### config.mk
export PLATFORM = sky130hd
export DESIGN_NAME = lane_hit_judge
export DESIGN_NICKNAME = d
export VERILOG_FILES = /design/src/rtl/lane_hit_judge.sv
export SDC_FILE = /design/constraint.sdc
export NUM_CORES = 1
export LEC_CHECK = 0
export ABC_AREA = 1
export CORE_MARGIN = 1.5
export CORE_UTILIZATION = 40
export CTS_CLUSTER_SIZE = 12
export DETAILED_ROUTE_END_ITERATION = 8
export GPL_TIMING_DRIVEN = 0
export PLACE_DENSITY = 0.68
export SETUP_SLACK_MARGIN = 0.2
export SLEW_MARGIN = 20
export SYNTH_ARGS = -nofsm -noshare
export SYNTH_HDL_FRONTEND = slang
export SYNTH_SLANG_ARGS = --single-unit
### constraint.sdc
create_clock -name clk_i -period 4.73 [get_ports clk_i]
set_clock_uncertainty 0.1 [all_clocks]
set_input_delay 1.419 -clock clk_i [delete_from_list [all_inputs] [get_ports clk_i]]
set_output_delay 1.419 -clock clk_i [all_outputs]
set_load 0.02 [all_outputs]
### src/rtl/lane_hit_judge.sv
// Multi-lane hit judge: grades button presses against note offsets, flags misses,
// queues one judgement per lane and presents them one per cycle with combo tracking.
module lane_hit_judge #(
  parameter int N_LANES   = 2,
  parameter int OFF_W     = 3,
  parameter int EARLY_OFF = 1,
  parameter int PERF_LO   = 2,
  parameter int PERF_HI   = 4,
  parameter int LATE_OFF  = 5,
  parameter int MISS_OFF  = 6,
  parameter int COMBO_W   = 8,
  localparam int LANE_W   = (N_LANES > 1) ? $clog2(N_LANES) : 1
) (
  input  logic                     clk_i,
  input  logic                     rst_ni,
  input  logic [N_LANES-1:0]       btn_i,
  input  logic [N_LANES-1:0]       note_valid_i,
  input  logic [N_LANES*OFF_W-1:0] note_offset_i,
  output logic [N_LANES-1:0]       delete_note_o,
  output logic                     judge_valid_o,
  output logic [LANE_W-1:0]        judge_lane_o,
  output logic [1:0]               judge_grade_o,
  output logic [COMBO_W-1:0]       combo_o,
  output logic [COMBO_W-1:0]       max_combo_o,
  output logic                     overflow_o
);

  localparam logic [OFF_W-1:0] EARLY_V   = OFF_W'(EARLY_OFF);
  localparam logic [OFF_W-1:0] PERF_LO_V = OFF_W'(PERF_LO);
  localparam logic [OFF_W-1:0] PERF_HI_V = OFF_W'(PERF_HI);
  localparam logic [OFF_W-1:0] LATE_V    = OFF_W'(LATE_OFF);
  localparam logic [OFF_W-1:0] MISS_V    = OFF_W'(MISS_OFF);

  localparam logic [1:0] GRADE_MISS  = 2'b00;
  localparam logic [1:0] GRADE_EARLY = 2'b01;
  localparam logic [1:0] GRADE_LATE  = 2'b10;
  localparam logic [1:0] GRADE_PERF  = 2'b11;

  logic [N_LANES-1:0]            btnPrev_q;
  logic [N_LANES-1:0]            judged_q, judged_d;
  logic [N_LANES-1:0]            pendValid_q, pendValid_d;
  logic [N_LANES-1:0][1:0]       pendGrade_q, pendGrade_d;
  logic [N_LANES-1:0]            delete_q;
  logic                          judgeValid_q;
  logic [LANE_W-1:0]             judgeLane_q;
  logic [1:0]                    judgeGrade_q;
  logic [COMBO_W-1:0]            combo_q, combo_d;
  logic [COMBO_W-1:0]            maxCombo_q, maxCombo_d;
  logic                          overflow_q;

  logic [N_LANES-1:0]            press;
  logic [N_LANES-1:0][OFF_W-1:0] laneOff;
  logic [N_LANES-1:0]            evt;
  logic [N_LANES-1:0][1:0]       evtGrade;
  logic                          selFound;
  logic [LANE_W-1:0]             selLane;
  logic [1:0]                    selGrade;
  logic                          ovfSet;

  assign press   = btn_i & ~btnPrev_q;
  assign laneOff = note_offset_i;

  // Miss is checked first so it wins over a press if the windows overlap it.
  always_comb begin
    evt      = '0;
    evtGrade = '0;
    for (int i = 0; i < N_LANES; i++) begin
      if (note_valid_i[i] && !judged_q[i]) begin
        if (laneOff[i] == MISS_V) begin
          evt[i]      = 1'b1;
          evtGrade[i] = GRADE_MISS;
        end else if (press[i]) begin
          if (laneOff[i] == EARLY_V) begin
            evt[i]      = 1'b1;
            evtGrade[i] = GRADE_EARLY;
          end else if (laneOff[i] >= PERF_LO_V && laneOff[i] <= PERF_HI_V) begin
            evt[i]      = 1'b1;
            evtGrade[i] = GRADE_PERF;
          end else if (laneOff[i] == LATE_V) begin
            evt[i]      = 1'b1;
            evtGrade[i] = GRADE_LATE;
          end
        end
      end
    end
  end

  // Lowest-indexed pending lane is presented; scanning downward leaves the lowest.
  always_comb begin
    selFound = 1'b0;
    selLane  = '0;
    selGrade = GRADE_MISS;
    for (int i = N_LANES - 1; i >= 0; i--) begin
      if (pendValid_q[i]) begin
        selFound = 1'b1;
        selLane  = LANE_W'(i);
        selGrade = pendGrade_q[i];
      end
    end
  end

  // The slot is freed before new events are written, so it can refill the same cycle.
  always_comb begin
    pendValid_d = pendValid_q;
    pendGrade_d = pendGrade_q;
    ovfSet      = 1'b0;
    judged_d    = judged_q;
    if (selFound) begin
      pendValid_d[selLane] = 1'b0;
    end
    for (int i = 0; i < N_LANES; i++) begin
      if (evt[i]) begin
        judged_d[i] = 1'b1;
        if (pendValid_d[i]) begin
          ovfSet = 1'b1;
        end else begin
          pendValid_d[i] = 1'b1;
          pendGrade_d[i] = evtGrade[i];
        end
      end else if (!note_valid_i[i]) begin
        judged_d[i] = 1'b0;
      end
    end
  end

  always_comb begin
    combo_d = combo_q;
    if (selFound) begin
      if (selGrade == GRADE_MISS) begin
        combo_d = '0;
      end else if (combo_q != {COMBO_W{1'b1}}) begin
        combo_d = combo_q + COMBO_W'(1);
      end
    end
    maxCombo_d = (combo_d > maxCombo_q) ? combo_d : maxCombo_q;
  end

  always_ff @(posedge clk_i) begin
    if (!rst_ni) begin
      btnPrev_q    <= '0;
      judged_q     <= '0;
      pendValid_q  <= '0;
      pendGrade_q  <= '0;
      delete_q     <= '0;
      judgeValid_q <= 1'b0;
      judgeLane_q  <= '0;
      judgeGrade_q <= '0;
      combo_q      <= '0;
      maxCombo_q   <= '0;
      overflow_q   <= 1'b0;
    end else begin
      btnPrev_q    <= btn_i;
      judged_q     <= judged_d;
      pendValid_q  <= pendValid_d;
      pendGrade_q  <= pendGrade_d;
      delete_q     <= evt;
      judgeValid_q <= selFound;
      if (selFound) begin
        judgeLane_q  <= selLane;
        judgeGrade_q <= selGrade;
      end
      combo_q      <= combo_d;
      maxCombo_q   <= maxCombo_d;
      overflow_q   <= overflow_q | ovfSet;
    end
  end

  assign delete_note_o = delete_q;
  assign judge_valid_o = judgeValid_q;
  assign judge_lane_o  = judgeLane_q;
  assign judge_grade_o = judgeGrade_q;
  assign combo_o       = combo_q;
  assign max_combo_o   = maxCombo_q;
  assign overflow_o    = overflow_q;

endmodule

==> results of run 1 <==
state kept, by name (all words and copies together), names as in the netlist:
signal	count
btnPrev_q	2
combo_o	8
delete_note_o	2
judge_grade_o	2
judge_lane_o	1
judge_valid_o	1
judged_q	2
max_combo_o	8
overflow_o	1
pendGrade_q	4
pendValid_q	2
layout make-up:
class                   instances  area, µm²
plain buffers                   6       40.0
repair buffers                 33        330
clock inverters                 2       35.0
flip-flops and latches         33        661
clock buffers                   5       68.8
inverters                      44        165
well taps                      52       65.1
fillers                       430       2040
multi-input cells             197        950
cells in the final DEF (no fill, tap or decap), types with 3 or more instances in the layout:
| master | n |
|---|---|
| nor2_1 | 47 |
| o21ai_0 | 7 |
| dfxtp_1 | 33 |
| nor3_1 | 6 |
| ha_1 | 9 |
| clkdlybuf4s50_1 | 33 |
| nand4_1 | 3 |
| nand3_1 | 14 |
| a21oi_1 | 10 |
| inv_1 | 42 |
| clkbuf_8 | 5 |
| nand2_1 | 82 |
kinds of logic after synthesis:
group	after synthesis	synth area share
flip-flops	33	0.364
buffers and inverters	50	0.113
XOR/XNOR	1	0.00483
AND/OR/NAND/NOR	165	0.387
adder cells (fa/ha/maj)	9	0.0620
AO/OA/AOI/OAI	22	0.0689
final timing paths:
kind / start / end / slack [ps] / cells past startpoint
worst max-delay path: combo_o[2]$_SDFF_PN0_ / combo_o[2] / 1830 / 1
worst min-delay path: judged_q[1]$_SDFFE_PN0P_ / judged_q[1]$_SDFFE_PN0P_ / 360 / 2
worst max register to register: combo_o[0]$_SDFF_PN0_ / max_combo_o[6]$_SDFFE_PN0N_ / 1900 / 18
worst min register to register: judged_q[1]$_SDFFE_PN0P_ / judged_q[1]$_SDFFE_PN0P_ / 360 / 2
per-stage QoR:
stage,cells,hold WS (ps)
after floorplan,280,337
after global placement,365,349
after detailed placement,365,354
after CTS,372,367
after global routing,372,399
final,372,363
power by group:
| part | total [mW] | leakage [nW] | internal, mW | switching [mW] |
|---|---|---|---|---|
| clock network | 0.258 | 0.0540 | 0.153 | 0.105 |
| logic | 0.476 | 0.818 | 0.193 | 0.283 |
| registers | 0.346 | 0.269 | 0.322 | 0.0237 |
Yosys cell counts, types with 2 or more instances:
cell,n,share of area
inv_2,2,0.0041
nor3_1,6,0.017
nand2_2,2,0.0069
dfxtp_1,33,0.36
and2_1,2,0.0069
nand4_1,3,0.010
buf_2,2,0.0055
o21ai_0,7,0.019
nor2_2,2,0.0069
nor2_4,2,0.012
nand3_1,14,0.039
buf_6,2,0.012
inv_1,42,0.087
or2_2,2,0.0069
ha_1,9,0.062
a21oi_1,10,0.028
nand2_1,82,0.17
nor2_1,47,0.097
routing by layer:
layer	up-vias	share of wire	GRT usage
met3	7	0.036	0.0476
met1	718	0.51	0.225
li1	933	-	-
met2	29	0.43	0.257
met4	0	0.018	0.0641
met5	-	0	0
==> metrics.yaml, run 1 <==
timing:
  finalCritPeriodShare: 0.613
  period_minus_slack_ps: 2900
  relSlewSlack: 0.619
  setup_viol: 0
  hold_viol_final: 0
  final_max_slew_viol_count: 0
  fmax_ghz: 0.345
  setup_tns_ps: 0
  rsz0062_at_grt: "no"
  tightest_slew_ps: 571
  worst_slack_ps: 1830
pwr:
  leakage_nw: 1.14
  fin_total_pwr_mw: 1.08
  p_per_area_nw_per_um2: 466
  ir_drop_uv: 257
setup_path:
  arrival_ps: 1380
  slowest_delay_ps: 650
  path_cells: "clkdlybuf4s50_1"
  worstPathRequired_ps: 3210
  start_kind: "flip-flop"
  crit_type: "flip-flop to primary output"
  cpMaxStageDelayCell: "clkdlybuf4s50_1"
  cp_top_family: "buffers and inverters"
  critPathCaptureType: "primary output"
  crit_buf_inv: 1
  crit_fanout: 6
grt:
  grtUsageTotal: 0.168
  antenna_found_initial: 0
  global_route.overflow_total: 0
  grt_max_degree: 11
  grt_pass1_vias: 1491
  grt_pass1_wl_um: 6600
yosys:
  seq_area_frac_synth: 0.364
  ys_ff_latch: 33
  synthCells: 280
  yosysWarnings: 0
  synth_edf_count: 0
  syn-cell-area_um2: 1820
  synth_cell_types: 29
  synth_nets: 301
  async_flop_share: 0
  synth_ff_type: "dfxtp_1"
  avgSynthCellArea_um2: 6.48
placement:
  io_buffers: 33
  placedInstanceArea_um2: 2210
  hpwlAfterDp_um: 2840
  dpl_worst_slack_ps: 1800
  place_congestion: 0.867
clock_tree:
  postCtsSetupBuffers: 0
  tritoncts: "done"
  cts_root_buffer: "clkbuf_8"
  clock-sinks: 33
  cts_buffer_depth: 2
  postCtsHoldBufs: 0
  clk_latency_ps: 290
  clk_pin_slew_ps: 70
  cts_buffers: 5
  cts_resized: 0
  cts_max_level: 2
die:
  start_util: 0.417
  coreArea_um2: 4350
  dieArea_um2: 4950
  ioPinCount: 35
  rows: 24
  fp.dieW_um: 70.4
  die_h_um: 70.4
routing:
  vias: 1687
  wl_per_cell_um: 10.0
  ant_nets: 0
  first_pass_iters: 4
  drcViolationCount: 0
  drt_wl_total_um: 3730
  drtIter0Drc: 115
  viasPerCell: 4.53
cells_and_area:
  final_cell_area_um2: 2310
  fin_nets: 341
  final_core_util: 0.532
  areaGrowthSynthToFinish_pct: 27.5
  drive_above_1_share: 0.0781
  antenna_cells: 0
min_path:
  hp-class: "flip-flop to flip-flop"
job:
  cap_violations: 0
outcome:
  status: "complete, no violations"
No activity file was read; power rests on OpenSTA's default activity.
==> inputs of run 2 (changes only) <==
==> constraint.sdc (replaced) <==
create_clock -name clk_i -period 2.8 [get_ports clk_i]
set_clock_uncertainty 0.1 [all_clocks]
set_input_delay 0.84 -clock clk_i [delete_from_list [all_inputs] [get_ports clk_i]]
set_output_delay 0.84 -clock clk_i [all_outputs]
set_load 0.02 [all_outputs]
==> metrics.yaml, run 2 (synthesis results as in run 1) <==
pwr:
  seqPwrFrac: 0.296
  switching_power_mw: 0.742
  p_int_mw: 1.23
  ir_drop_uv: 542
  combPwrFrac: 0.484
  p_sw_frac: 0.377
  power_frac_clock: 0.220
  p_per_area_nw_per_um2: 823
  leakage_nw: 1.18
  fin_total_pwr_mw: 1.97
timing:
  setup_tns_ps: 0
  hold_viol_final: 0
  finalCritPeriodShare: 0.864
  whs_ps: 363
  setup_viol: 0
  fmax_ghz: 0.414
  period_minus_slack_ps: 2420
  final_max_slew_viol_count: 0
  rsz0062_at_grt: "no"
  tightest_slew_ps: 604
  relSlewSlack: 0.597
clock_tree:
  clock-sinks: 33
  clk_latency_ps: 290
  cts_buffer_depth: 2
  cts_buffers: 5
  cts_root_buffer: "clkbuf_8"
  tritoncts: "done"
  cts_max_level: 2
  clk_pin_slew_ps: 70
routing:
  first_pass_iters: 4
  drt_wl_total_um: 3900
  ant_nets: 0
  wl_per_cell_um: 10.4
  drtIter0Drc: 102
  drcViolationCount: 0
  viasPerCell: 4.62
  vias: 1734
cells_and_area:
  final_common_cell: "nand2_1"
  final_core_util: 0.550
  final_cell_mix: "nand2_1 (81), nor2_1 (46), inv_1 (42), clkdlybuf4s50_1 (33), dfxtp_1 (30)"
  multi_input_area_um2: 988
  areaGrowthSynthToFinish_pct: 31.9
  final_cells: 375
  antenna_cells: 0
  seqCellArea_um2: 669
  drive_above_1_share: 0.115
  fillers: 418
  fin_nets: 344
setup_path:
  crit_fanout: 10
  slowest_delay_ps: 370
  crit_path_frequent_cell: "nand2_1"
  cpMaxStageDelayCell: "dfxtp_4"
  start_kind: "flip-flop"
  r2r-start: "combo_o[1]$_SDFF_PN0_"
  path_cells: "ha_2 > nand3_2 > inv_2 > nand2_4 > nand3_1 > nand2_1 > nand3_2 > inv_1 > ha_1 > a21oi_2 > nor2_1 > nor2_1 > nand2_1 > nand2_4 > buf_8 > nand2_1 > nand2_1 > nor2_1"
  crit_type: "flip-flop to flip-flop"
  startpoint: "combo_o[1]$_SDFF_PN0_"
  worstPathRequired_ps: 2880
  critPathCaptureType: "flip-flop"
  arrival_ps: 2500
  reg2reg_slack_ps: 380
grt:
  grtUsageTotal: 0.170
  global_route.overflow_total: 0
  grt_pass1_vias: 1508
  grt_max_degree: 11
  antenna_found_initial: 0
  grt_pass1_wl_um: 6670
die:
  coreArea_um2: 4350
  rows: 24
  fp.dieW_um: 70.4
  ioPinCount: 35
  die_h_um: 70.4
  start_util: 0.417
  dieArea_um2: 4950
min_path:
  min_from: "judged_q[1]$_SDFFE_PN0P_"
  hp-class: "flip-flop to flip-flop"
outcome:
  status: "complete, no violations"
placement:
  place_congestion: 0.867
  io_buffers: 33
  placed_cells: 365
  hpwlAfterDp_um: 2840
job:
  cap_violations: 0
## run 2: cell type report
class	instances	share of cell area
plain buffers	6	0.0209
flip-flops and latches	33	0.280
well taps	52	0.0272
inverters	44	0.0690
clock inverters	2	0.0146
repair buffers	36	0.147
multi-input cells	197	0.413
clock buffers	5	0.0287
## run 2: critical path, delay by kind of cell (launching register included)
family	cells	cell delay, ps
fa+ha+maj	2	490
simple gates	12	930
compound gates	1	120
buf+inv	3	280
flops	1	370
## run 2: repair_timing
item,in CTS,in global routing
buffers inserted,0,3
endpoints found under the hold margin,0,0
cloned,0,0
resized for setup,6,11
hold buffers,0,0
setup endpoints to repair,7,8
pin swaps,0,6
## run 2: worst paths after layout
path,endpoint,cells after the start
max,max_combo_o[2]$_SDFFE_PN0N_,18
min,judged_q[1]$_SDFFE_PN0P_,2
max reg2reg,max_combo_o[2]$_SDFFE_PN0N_,18
min reg2reg,judged_q[1]$_SDFFE_PN0P_,2
## run 2: layer usage
metal  GRT usage  wire [µm]  up-vias
li1            -          -      944
met1       0.226       1970      746
met2       0.261       1710       37
met3      0.0476        157        7
met4      0.0641         68        0
met5           0          0        -
## run 2: power groups by stage
stage               logic, mW  registers, mW  clock network (mW)
detailed placement      0.802          0.594                   0
finish                  0.954          0.583               0.435
global placement        0.787          0.594                   0
CTS                     0.846          0.584               0.451
floorplan               0.493          0.664                   0
global route             1.06          0.591               0.470
## run 2: stage by stage
stage	cell area, µm²	setup WS (ps)
2_1_floorplan	1820	238
3_3_place_gp	2210	35.9
3_5_place_dp	2210	-22.5
4_1_cts	2330	212
5_1_grt	2390	193
6_report	2390	382
